==> config.mk <==
export PLATFORM = sky130hd
export DESIGN_NAME = composite_timing_gen
export DESIGN_NICKNAME = d
export VERILOG_FILES = /design/src/rtl/composite_timing_gen.sv
export SDC_FILE = /design/constraint.sdc
export NUM_CORES = 1
export LEC_CHECK = 0
export CAP_MARGIN = 0
export CORE_MARGIN = 2
export CORE_UTILIZATION = 37
export DETAILED_ROUTE_END_ITERATION = 8
export PLACE_DENSITY = 0.54
export SLEW_MARGIN = 20
export SYNTH_ARGS = -nofsm -noshare
export SYNTH_HDL_FRONTEND = slang
export SYNTH_SLANG_ARGS = --single-unit
==> constraint.sdc <==
create_clock -name clk -period 9.4 [get_ports clk]
set_input_delay 1.88 -clock clk [delete_from_list [all_inputs] [get_ports clk]]
set_output_delay 1.88 -clock clk [all_outputs]
set_load 0.005 [all_outputs]
==> src/rtl/composite_timing_gen.sv <==
`default_nettype none
// ============================================================================
// Module   : composite_timing_gen
// Purpose  : Composite-video line/field timing and DAC level generator.
//            Serrated vertical sync, optional 262/263-line interlaced fields,
//            and a fixed two-cycle pixel request -> DAC code pipeline.
// Revision : 1.0  initial release
// ============================================================================
module composite_timing_gen #(
    parameter int DAC_WIDTH         = 4,
    parameter int CLKS_PER_LINE     = 800,
    parameter int HSYNC_CLKS        = 59,
    parameter int BACK_PORCH        = 72,
    parameter int ACTIVE_CLKS       = 640,
    parameter int LINES_PER_FIELD   = 262,
    parameter int VSYNC_START       = 0,
    parameter int VSYNC_LINES       = 3,
    parameter int ACTIVE_LINE_START = 20,
    parameter int ACTIVE_LINES      = 240,
    parameter int BLANK_LEVEL       = 4,
    parameter int BLACK_LEVEL       = 5
) (
    input  logic                            clk,
    input  logic                            reset,
    input  logic                            en,
    input  logic                            interlace,
    input  logic [DAC_WIDTH-1:0]            luma,
    output logic                            pixel_req,
    output logic [$clog2(ACTIVE_CLKS)-1:0]  pixel_x,
    output logic [$clog2(ACTIVE_LINES)-1:0] pixel_y,
    output logic                            field,
    output logic [DAC_WIDTH-1:0]            composite,
    output logic                            hsync,
    output logic                            vsync
);

    localparam int c_HW = $clog2(CLKS_PER_LINE);
    localparam int c_VW = $clog2(LINES_PER_FIELD + 1);
    localparam int c_XW = $clog2(ACTIVE_CLKS);
    localparam int c_YW = $clog2(ACTIVE_LINES);

    // Window bounds are compared as 32-bit offsets so that "lo <= x < lo+n"
    // becomes a single unsigned "(x - lo) < n" with no constant compares.
    localparam logic [31:0] c_HSYNC_END = 32'(HSYNC_CLKS);
    localparam logic [31:0] c_SERR_END  = 32'(CLKS_PER_LINE - HSYNC_CLKS);
    localparam logic [31:0] c_ACT_H0    = 32'(HSYNC_CLKS + BACK_PORCH);
    localparam logic [31:0] c_ACT_W     = 32'(ACTIVE_CLKS);
    localparam logic [31:0] c_VS_V0     = 32'(VSYNC_START);
    localparam logic [31:0] c_VS_N      = 32'(VSYNC_LINES);
    localparam logic [31:0] c_ACT_V0    = 32'(ACTIVE_LINE_START);
    localparam logic [31:0] c_ACT_N     = 32'(ACTIVE_LINES);

    localparam logic [c_HW-1:0]      c_H_LAST  = c_HW'(CLKS_PER_LINE - 1);
    localparam logic [c_VW-1:0]      c_V_LAST0 = c_VW'(LINES_PER_FIELD - 1);
    localparam logic [DAC_WIDTH-1:0] c_BLANK   = DAC_WIDTH'(BLANK_LEVEL);
    localparam logic [DAC_WIDTH-1:0] c_BLACK   = DAC_WIDTH'(BLACK_LEVEL);
    localparam logic [DAC_WIDTH-1:0] c_SYNC    = '0;

    // Decode of the raster origin (h=0,v=0), preloaded at reset so the very
    // first enabled cycle already carries its sync classification.
    localparam logic c_SYNC_AT_ORIGIN = (HSYNC_CLKS > 0);
    localparam logic c_VS_AT_ORIGIN   = (VSYNC_START == 0) && (VSYNC_LINES > 0);

    logic [c_HW-1:0] r_h, w_h_next;
    logic [c_VW-1:0] r_v, w_v_next, w_v_last;
    logic            r_field, w_field_next;
    logic            r_il;
    logic            w_h_wrap, w_v_wrap;

    logic [31:0]     w_px32, w_py32;
    logic            w_vs_line, w_act_line, w_in_win, w_sync;

    logic            r_sync0, r_vs0;
    logic            r_s1_valid, r_s1_req, r_s1_sync, r_s1_vs;

    assign field = r_field;

    // Next raster position; a low enable parks the raster at the field origin
    always_comb begin
        w_v_last     = c_V_LAST0 + c_VW'(r_il & r_field);
        w_h_wrap     = (r_h == c_H_LAST);
        w_v_wrap     = w_h_wrap && (r_v == w_v_last);
        w_h_next     = '0;
        w_v_next     = '0;
        w_field_next = 1'b0;
        if (en) begin
            w_h_next     = w_h_wrap ? '0 : r_h + c_HW'(1);
            w_v_next     = w_h_wrap ? (w_v_wrap ? '0 : r_v + c_VW'(1)) : r_v;
            w_field_next = w_v_wrap ? (interlace & ~r_field) : r_field;
        end
    end

    // Classify the next position: line class, sync region and pixel window
    always_comb begin
        w_px32     = 32'(w_h_next) - c_ACT_H0;
        w_py32     = 32'(w_v_next) - c_ACT_V0;
        w_vs_line  = (32'(w_v_next) - c_VS_V0) < c_VS_N;
        w_act_line = w_py32 < c_ACT_N;
        w_in_win   = w_act_line && (w_px32 < c_ACT_W);
        w_sync     = w_vs_line ? (32'(w_h_next) < c_SERR_END)
                               : (32'(w_h_next) < c_HSYNC_END);
    end

    // Raster counters; interlace mode is captured only at field boundaries
    always_ff @(posedge clk or posedge reset) begin
        if (reset) begin
            r_h     <= '0;
            r_v     <= '0;
            r_field <= 1'b0;
            r_il    <= 1'b0;
        end else begin
            r_h     <= w_h_next;
            r_v     <= w_v_next;
            r_field <= w_field_next;
            if (!en || w_v_wrap) begin
                r_il <= interlace;
            end
        end
    end

    // Request stage: outputs describe the position the counters hold this cycle
    always_ff @(posedge clk or posedge reset) begin
        if (reset) begin
            pixel_req <= 1'b0;
            pixel_x   <= '0;
            pixel_y   <= '0;
            r_sync0   <= c_SYNC_AT_ORIGIN;
            r_vs0     <= c_VS_AT_ORIGIN;
        end else begin
            pixel_req <= w_in_win;
            pixel_x   <= w_in_win ? w_px32[c_XW-1:0] : '0;
            pixel_y   <= w_in_win ? w_py32[c_YW-1:0] : '0;
            r_sync0   <= w_sync;
            r_vs0     <= w_vs_line;
        end
    end

    // Luma stage: carry the classification one cycle while the pixel arrives
    always_ff @(posedge clk or posedge reset) begin
        if (reset) begin
            r_s1_valid <= 1'b0;
            r_s1_req   <= 1'b0;
            r_s1_sync  <= 1'b0;
            r_s1_vs    <= 1'b0;
        end else begin
            r_s1_valid <= en;
            r_s1_req   <= pixel_req;
            r_s1_sync  <= r_sync0;
            r_s1_vs    <= r_vs0;
        end
    end

    // DAC stage: sync, clamped luma or blanking; idle pipeline shows blanking
    always_ff @(posedge clk or posedge reset) begin
        if (reset) begin
            composite <= c_BLANK;
            hsync     <= 1'b0;
            vsync     <= 1'b0;
        end else if (en && r_s1_valid) begin
            if (r_s1_req) begin
                composite <= (luma < c_BLACK) ? c_BLACK : luma;
            end else if (r_s1_sync) begin
                composite <= c_SYNC;
            end else begin
                composite <= c_BLANK;
            end
            hsync <= r_s1_sync;
            vsync <= r_s1_vs;
        end else begin
            composite <= c_BLANK;
            hsync     <= 1'b0;
            vsync     <= 1'b0;
        end
    end

endmodule
`default_nettype wire
Yosys cells after proc, flatten, opt, wreduce, memory -nomap -nowiden
Cells that the tools add are included.
{ "word_totals": {"reg_bits": 52, "inputBits": 8, "out_inout_bits": 26, "wordCells": 54} }
{ "classes": {"addsub": 5, "magnitude_cmp": 6, "eq_ne": 3, "muxes": 16, "n_bitwise": 3, "n_reduce_logical": 5} }
{ "ops": {"columns": ["operator", "count"], "rows": [
  ["32-bit by 10-bit less-than comparator with 1-bit output, second input constant", 1],
  ["32-bit by 8-bit less-than comparator with 1-bit output, second input constant", 1],
  ["10-bit 2-to-1 mux", 3],
  ["9-bit 2-to-1 mux", 3],
  ["4-bit 2-to-1 mux", 3],
  ["10-bit by 8-bit subtractor with 11-bit output, second input constant", 1],
  ["10-bit by 1-bit adder with 10-bit output, second input constant", 1],
  ["10-bit == test, second input constant", 1],
  ["10-bit less-than comparator, second input constant", 1],
  ["10-bit by 6-bit less-than comparator with 1-bit output, second input constant", 1],
  ["9-bit by 5-bit subtractor with 10-bit output, second input constant", 1],
  ["9-bit by 1-bit adder with 9-bit output, first input constant", 1],
  ["9-bit by 1-bit adder with 9-bit output, second input constant", 1],
  ["9-bit == test", 1],
  ["9-bit by 2-bit less-than comparator with 1-bit output, second input constant", 1],
  ["8-bit 2-to-1 mux", 1],
  ["1-bit 2-to-1 mux", 5],
  ["4-bit by 3-bit less-than comparator with 1-bit output, second input constant", 1],
  ["1-bit logical AND", 3],
  ["3-bit 2-to-1 mux", 1],
  ["1-bit AND", 2],
  ["2-bit by 1-bit inequality test with 1-bit output, second input constant", 1],
  ["1-bit zero test", 1],
  ["1-bit logical OR", 1],
  ["1-bit inverter", 1]
]} }

Logic depth before layout (Yosys ltp)
Gate-level depths: netlist (run 1).
{ "logic_depth": {"depth_word": 11, "depth_mapped": 14, "mapped_depth_nobuf": 12} }

Worst setup path after synthesis (run 1)
No wires, ideal clock.
{ "synth_path": {"path_kind": "input to register", "startpoint": "input en", "endpoint": "register pixel_x[6]", "setup_ns": 0.086, "arrival_ns": 4.049, "t_required_ns": 9.314, "path_slack_ns": 5.265, "stages": 12, "n_path_buf": 2, "cell_sequence": "clkbuf_1 > o31a_1 > nand2_1 > inv_1 > ha_1 > nor4b_1 > nand4b_1 > and3_1 > o32ai_1 > o2111ai_2 > buf_6 > nor3_1"} }
{ "synth_via": {"elab_chain_cells": 5, "word_cells_on_any_way": 8, "cone_classes": "add/sub: 2; order compare: 2; mux: 3; reduce/logical: 1"} }
{ "synth_rtl": {"columns": ["element", "line", "source"], "rows": [
  ["start: declaration", "25", "input logic en,"],
  ["10-bit 2-to-1 mux *", "86", "if (en) begin"],
  ["net w_h_next[1]", "64", "logic [c_HW-1:0] r_h, w_h_next;"],
  ["10-bit by 8-bit subtractor with 11-bit output *", "95", "w_px32 = 32'(w_h_next) - c_ACT_H0;"],
  ["32-bit by 10-bit less-than comparator with 1-bit output", "99", "w_in_win = w_act_line && (w_px32 < c_ACT_W);"],
  ["1-bit logical AND", "99", null],
  ["10-bit 2-to-1 mux *", "131", "pixel_x <= w_in_win ? w_px32[c_XW-1:0] : '0;"],
  ["end signal: assignment", "131", null],
  ["end: declaration", "29", "output logic [$clog2(ACTIVE_CLKS)-1:0] pixel_x,"]
]} }
Mark *: on every way through the listed nets, which the timed path passes. The rest lies on a longest branch.
A chain may end at the register's enable or synchronous reset.

Final worst setup path (run 1)
{ "layout_path": {"startpoint": "input en", "endpoint": "register pixel_y[1]"} }
{ "layout_via": {"elab_chain_cells": 5, "word_cells_on_any_way": 8, "cone_classes": "add/sub: 2; order compare: 2; mux: 3; reduce/logical: 1"} }
{ "layout_rtl": {"columns": ["element", "line", "source"], "rows": [
  ["10-bit 2-to-1 mux", "86", null],
  ["net w_h_next[0]", "64", null],
  ["10-bit by 8-bit subtractor with 11-bit output", "95", null],
  ["32-bit by 10-bit less-than comparator with 1-bit output", "99", null],
  ["1-bit logical AND", "99", null],
  ["8-bit 2-to-1 mux", "132", "pixel_y <= w_in_win ? w_py32[c_YW-1:0] : '0;"],
  ["end signal: assignment", "132", null],
  ["end: declaration", "30", "output logic [$clog2(ACTIVE_LINES)-1:0] pixel_y,"]
]} }
The timed path passes the listed nets, and every way through them passes these cells.

==> results.json, run 1 <==
{
  "status": "finished, final reports clean",
  "fin_worst_skew_ns": 0.0107,
  "overflow": 0,
  "yosysWarnings": 0,
  "grt_pass1_vias": 2102,
  "postPlaceCellArea_sq_um": 3200,
  "clkLatencyLatePin_ns": 0.31,
  "tns_ns": 0,
  "startpoint_type": "input pin",
  "vias": 2100,
  "cap_violations": 0,
  "viasPerCell": 5.28,
  "syn_inst": 269,
  "syn2layout_area_growth_pct": 18.1,
  "cts_root_buf": "clkbuf_8",
  "rows": 31,
  "cts_tree": "done",
  "cts-resized-gates": 0,
  "dr.pass1.iters": 4,
  "ant_nets": 0,
  "critical-path-slowest-cell": "clkdlybuf4s50_1",
  "cp.required_ns": 9.61,
  "syn-num-nets": 282,
  "gp_congestion": 0.801,
  "finalInstanceArea_sq_um": 3310,
  "cts_setup_buffers": 0,
  "ys_seq_area_share_pct": 46.5,
  "antenna_found_initial": 0,
  "cts.sinks": 52,
  "core_sq_um": 7290,
  "path_class": "in -> reg",
  "route.detailed.drc": 0,
  "synth_flop_cell": "dfrtp_1",
  "power.total_uw": 420,
  "critical_path_buf_inv_count": 1,
  "p_leak_uw": 0.00137,
  "syn_area_sq_um": 2810,
  "postLayoutSetupSlackWorst_ns": 4.11,
  "die-area_sq_um": 8300,
  "die_h_um": 91.1,
  "final_common_cell": "dfrtp_1",
  "portBuffers": 33,
  "worstSetupEndpointType": "flip-flop",
  "finalHoldViolations": 0,
  "initial_core_util_pct": 38.5,
  "synth_edf_count": 0,
  "antenna_cells": 0,
  "tightest_slew_ns": 0.950,
  "dp_hpwl_um": 4600,
  "track_usage_pct": 15.9,
  "post_drt_wl_per_cell_um": 15.8,
  "drv_slew": 0,
  "layout_min_cycle_time_ns": 5.29,
  "grt_pass1_wl_um": 10600,
  "power_density_nw_per_um2": 127,
  "finalCritPeriodShare_pct": 56.3,
  "max_freq_ghz": 0.189,
  "synth.ff_latch_count": 52,
  "drive_gt1_share_pct": 11.0,
  "rsz0062_at_grt": "no",
  "cts_max_level": 2,
  "crit_path_max_fanout": 19,
  "yosysUniqueCellTypes": 67,
  "arrival_ns": 5.50,
  "wl_um": 6310,
  "critPathTopFamily": "simple AND/OR/NAND/NOR gates",
  "die_w_um": 91.1,
  "pin_count": 34,
  "async_flop_share_pct": 100,
  "hold_buffers": 0,
  "final_cell_mix": "49 x dfrtp_1, 33 x clkdlybuf4s50_1, 25 x nor2_1",
  "crit_path_max_incr_delay_ns": 0.82,
  "drt_iter0_drc": 100,
  "clk_pin_slew_ns": 0.10,
  "clockBufferDepth": 2,
  "vdd_drop_max_mv": 0.0579,
  "path_cells": "clkdlybuf4s50_1 -> o31ai_4 -> nor2_1 -> ha_1 -> nor4b_1 -> nand4b_1 -> and3_1 -> o32ai_1 -> o2111ai_2 -> nor3b_1",
  "relSlewSlack_pct": 36.7,
  "syn_avg_cell_area_sq_um": 10.4,
  "cts_buffers": 5,
  "dp_slack_ns": 3.83,
  "final-setup-viol-count": 0,
  "grt_max_degree": 53,
  "nNetsFinal": 311,
  "min_path_type": "reg -> reg"
}
-- metrics by stage --
stage,cells,hold slack [ns],utilization [%]
6_report,398,0.394,45.5
5_1_grt,398,0.391,45.5
4_1_cts,398,0.396,45.5
3_5_place_dp,390,0.381,43.9
3_3_place_gp,390,0.365,43.9
2_1_floorplan,269,0.376,-
-- synthesized netlist by cell type, types with 3 or more instances --
cell / n / area share (%)
nor2_1: 25 / 3.3
nand2b_1: 3 / 0.67
nand3_1: 9 / 1.6
a41oi_1: 3 / 0.94
xnor2_1: 13 / 4.1
nand2_1: 20 / 2.7
o21ai_0: 5 / 0.89
nor3_1: 15 / 2.7
xor2_1: 11 / 3.4
nor3b_1: 3 / 0.80
ha_1: 5 / 2.2
dfstp_2: 3 / 2.8
mux2i_1: 3 / 1.1
nor4_1: 4 / 0.89
a311oi_1: 3 / 0.94
clkbuf_1: 5 / 0.67
buf_2: 3 / 0.53
a21oi_1: 10 / 1.8
dfrtp_1: 49 / 44
inv_1: 14 / 1.9
nand4_1: 6 / 1.3
-- cell type report --
class,instances,area [sq um]
clock inverters,3,46.3
repair buffers,34,338
well taps,99,124
fillers,733,3980
flip-flops and latches,52,1310
multi-input cells,191,1380
inverters,14,52.6
clock buffers,5,68.8
-- path summary, 6_finish.rpt --
path,slack (ns),from,end,cells after the start
max in group asynchronous,6.88,reset,r_h[9],3
min in group asynchronous,2.05,reset,pixel_req,3
setup reg to reg,5.25,r_h[0],pixel_y[1],11
setup / recovery,4.11,en,pixel_y[1],10
hold / removal,0.39,r_vs0,r_s1_vs,0
hold reg to reg,0.39,r_vs0,r_s1_vs,0
-- cells by family (layout without fill, tap and decap cells) --
| family | after synthesis | count (layout) | share of synthesized area, % |
|---|---|---|---|
| xor+xnor | 25 | 25 | 8.07 |
| simple gates | 109 | 109 | 22.4 |
| flops | 52 | 52 | 46.5 |
| mux | 5 | 5 | 2.01 |
| buf+inv | 26 | 56 | 4.32 |
| fa+ha+maj | 5 | 5 | 2.23 |
| compound gates | 47 | 47 | 14.5 |
-- flip-flops by register name (all words and copies together), names as in the netlist --
| register | count |
|---|---|
| composite | 4 |
| pixel_y | 8 |
| field | 1 |
| r_v | 9 |
| r_s1_valid | 1 |
| r_il | 1 |
| r_s1_req | 1 |
| r_s1_vs | 1 |
| r_vs0 | 1 |
| r_sync0 | 1 |
| r_h | 10 |
| pixel_x | 10 |
| hsync | 1 |
| r_s1_sync | 1 |
| vsync | 1 |
| pixel_req | 1 |
-- per-layer routing --
| layer | track usage (%) | part of all wire [%] | vias to the layer above |
|---|---|---|---|
| met3 | 3.07 | 3.3 | 7 |
| li1 | - | - | 1028 |
| met2 | 26.5 | 49 | 34 |
| met4 | 3.03 | 0.84 | 0 |
| met1 | 21.7 | 47 | 1031 |
| met5 | 0 | 0 | - |
-- power breakdown --
group	switching (uW)	internal [uW]
Sequential	2.35	226
Combinational	19.4	12.6
Clock	78.7	80.3
Power figures use the tool's default switching activity.
==> run 2, diff against run 1 <==
--- a/config.mk
+++ b/config.mk
@@ -9,7 +9,7 @@
 export CORE_MARGIN = 2
 export CORE_UTILIZATION = 37
 export DETAILED_ROUTE_END_ITERATION = 8
-export PLACE_DENSITY = 0.54
+export PLACE_DENSITY = 0.56
 export SLEW_MARGIN = 20
 export SYNTH_ARGS = -nofsm -noshare
 export SYNTH_HDL_FRONTEND = slang
==> constraint.sdc (replaced) <==
create_clock -name clk -period 4.6 [get_ports clk]
set_input_delay 0.92 -clock clk [delete_from_list [all_inputs] [get_ports clk]]
set_output_delay 0.92 -clock clk [all_outputs]
set_load 0.005 [all_outputs]
==> results.json, run 2 (synthesis gave the netlist of run 1 again) <==
{
  "track_usage_pct": 16.9,
  "overflow": 0,
  "syn2layout_area_growth_pct": 18.8,
  "final_cell_mix": "49 x dfrtp_1, 33 x clkdlybuf4s50_1, 25 x nor2_1",
  "clk_pin_slew_ns": 0.10,
  "finalCritPeriodShare_pct": 81.0,
  "crit_path_max_fanout": 19,
  "cts_max_level": 2,
  "grt_pass1_wl_um": 11200,
  "hold_buffers": 0,
  "drv_slew": 0,
  "finalHoldViolations": 0,
  "power_density_nw_per_um2": 244,
  "die_w_um": 91.1,
  "cap_violations": 0,
  "portBuffers": 33,
  "vias": 2118,
  "path_class": "reg -> reg",
  "drive_gt1_share_pct": 12.5,
  "cts_setup_buffers": 0,
  "vdd_drop_max_mv": 0.154,
  "antenna_cells": 0,
  "cp.required_ns": 4.82,
  "rrSetupSlack_ns": 0.87,
  "grt_pass1_vias": 2159,
  "status": "finished, final reports clean",
  "final_common_cell": "dfrtp_1",
  "cts_root_buf": "clkbuf_8",
  "viasPerCell": 5.26,
  "layout_min_cycle_time_ns": 3.73,
  "fill_cells": 718,
  "min_path_type": "reg -> reg",
  "final_cell_count_no_fill": 403,
  "tns_ns": 0,
  "core_sq_um": 7290,
  "gp_congestion": 0.906,
  "p_leak_uw": 0.00139,
  "final-setup-viol-count": 0,
  "rows": 31,
  "antenna_found_initial": 0,
  "post_drt_wl_per_cell_um": 16.5,
  "die_h_um": 91.1,
  "rsz0062_at_grt": "no",
  "grt_max_degree": 53,
  "cts_buffers": 5,
  "clkLatencyLatePin_ns": 0.31,
  "initial_core_util_pct": 38.5,
  "cts.sinks": 52,
  "relSlewSlack_pct": 39.5,
  "route.detailed.drc": 0,
  "dp_hpwl_um": 4940,
  "max_freq_ghz": 0.268,
  "cts_tree": "done",
  "startpoint_type": "flip-flop",
  "worstSetupEndpointType": "flip-flop",
  "arrival_ns": 3.94,
  "nNetsFinal": 316,
  "cts-resized-gates": 0,
  "tightest_slew_ns": 0.907,
  "pin_count": 34,
  "reg.largest.list": "pixel_x x10, r_h x10, r_v x9",
  "clockBufferDepth": 2,
  "placed_cells": 395,
  "wl_um": 6640,
  "dr.pass1.iters": 5,
  "power.total_uw": 813,
  "ant_nets": 0,
  "drt_iter0_drc": 86,
  "fin_worst_skew_ns": 0.00701,
  "die-area_sq_um": 8300
}
## run 2: path summary, 6_finish.rpt
kind	start	end	cells after the start
min in group asynchronous	reset	composite[0]	2
min reg2reg	pixel_req	r_s1_req	0
max reg2reg	r_h[0]	pixel_x[3]	12
min	pixel_req	r_s1_req	0
max in group asynchronous	reset	r_h[3]	2
max	r_h[0]	pixel_x[3]	12
## run 2: through the flow
stage	setup slack, ns	util, %	hold slack, ns	instance area, sq um
2_1_floorplan	1.41	-	0.376	2810
3_3_place_gp	0.735	44.4	0.359	3240
3_5_place_dp	0.622	44.4	0.373	3240
4_1_cts	0.919	45.7	0.393	3330
5_1_grt	0.594	45.7	0.399	3330
6_report	0.874	45.7	0.388	3330
## run 2: area by class of cell
type | count | area, sq um | area share [%]
multi-input cells | 191 | 1380 | 41.4
flip-flops and latches | 52 | 1310 | 39.1
repair buffers | 39 | 375 | 11.3
well taps | 99 | 124 | 3.71
clock buffers | 5 | 68.8 | 2.06
inverters | 14 | 53.8 | 1.61
clock inverters | 3 | 27.5 | 0.826
## run 2: critical path, stage by stage (launching register included)
cell and delay (ns):
dfrtp_1 0.47, ha_1 0.30, nand4_1 0.40, o31ai_4 0.43, nor2_1 0.16, ha_1 0.27, nor4b_1 0.32, nand4b_1 0.17
and3_1 0.22, o32ai_1 0.28, o2111ai_2 0.15, buf_4 0.23, a211oi_1 0.24
## run 2: report_power, final
| group | switching, uW | internal, uW |
|---|---|---|
| logic | 40.3 | 26.6 |
| registers | 5.39 | 463 |
| clock network | 165 | 112 |
| total | 211 | 601 |
## run 2: routing by layer
metal,global-route usage [%],vias to the layer above,share of wire [%]
li1,-,1041,-
met1,23.1,1039,48
met2,28.3,31,49
met3,2.66,7,2.5
met4,3.66,0,0.80
met5,0,-,0
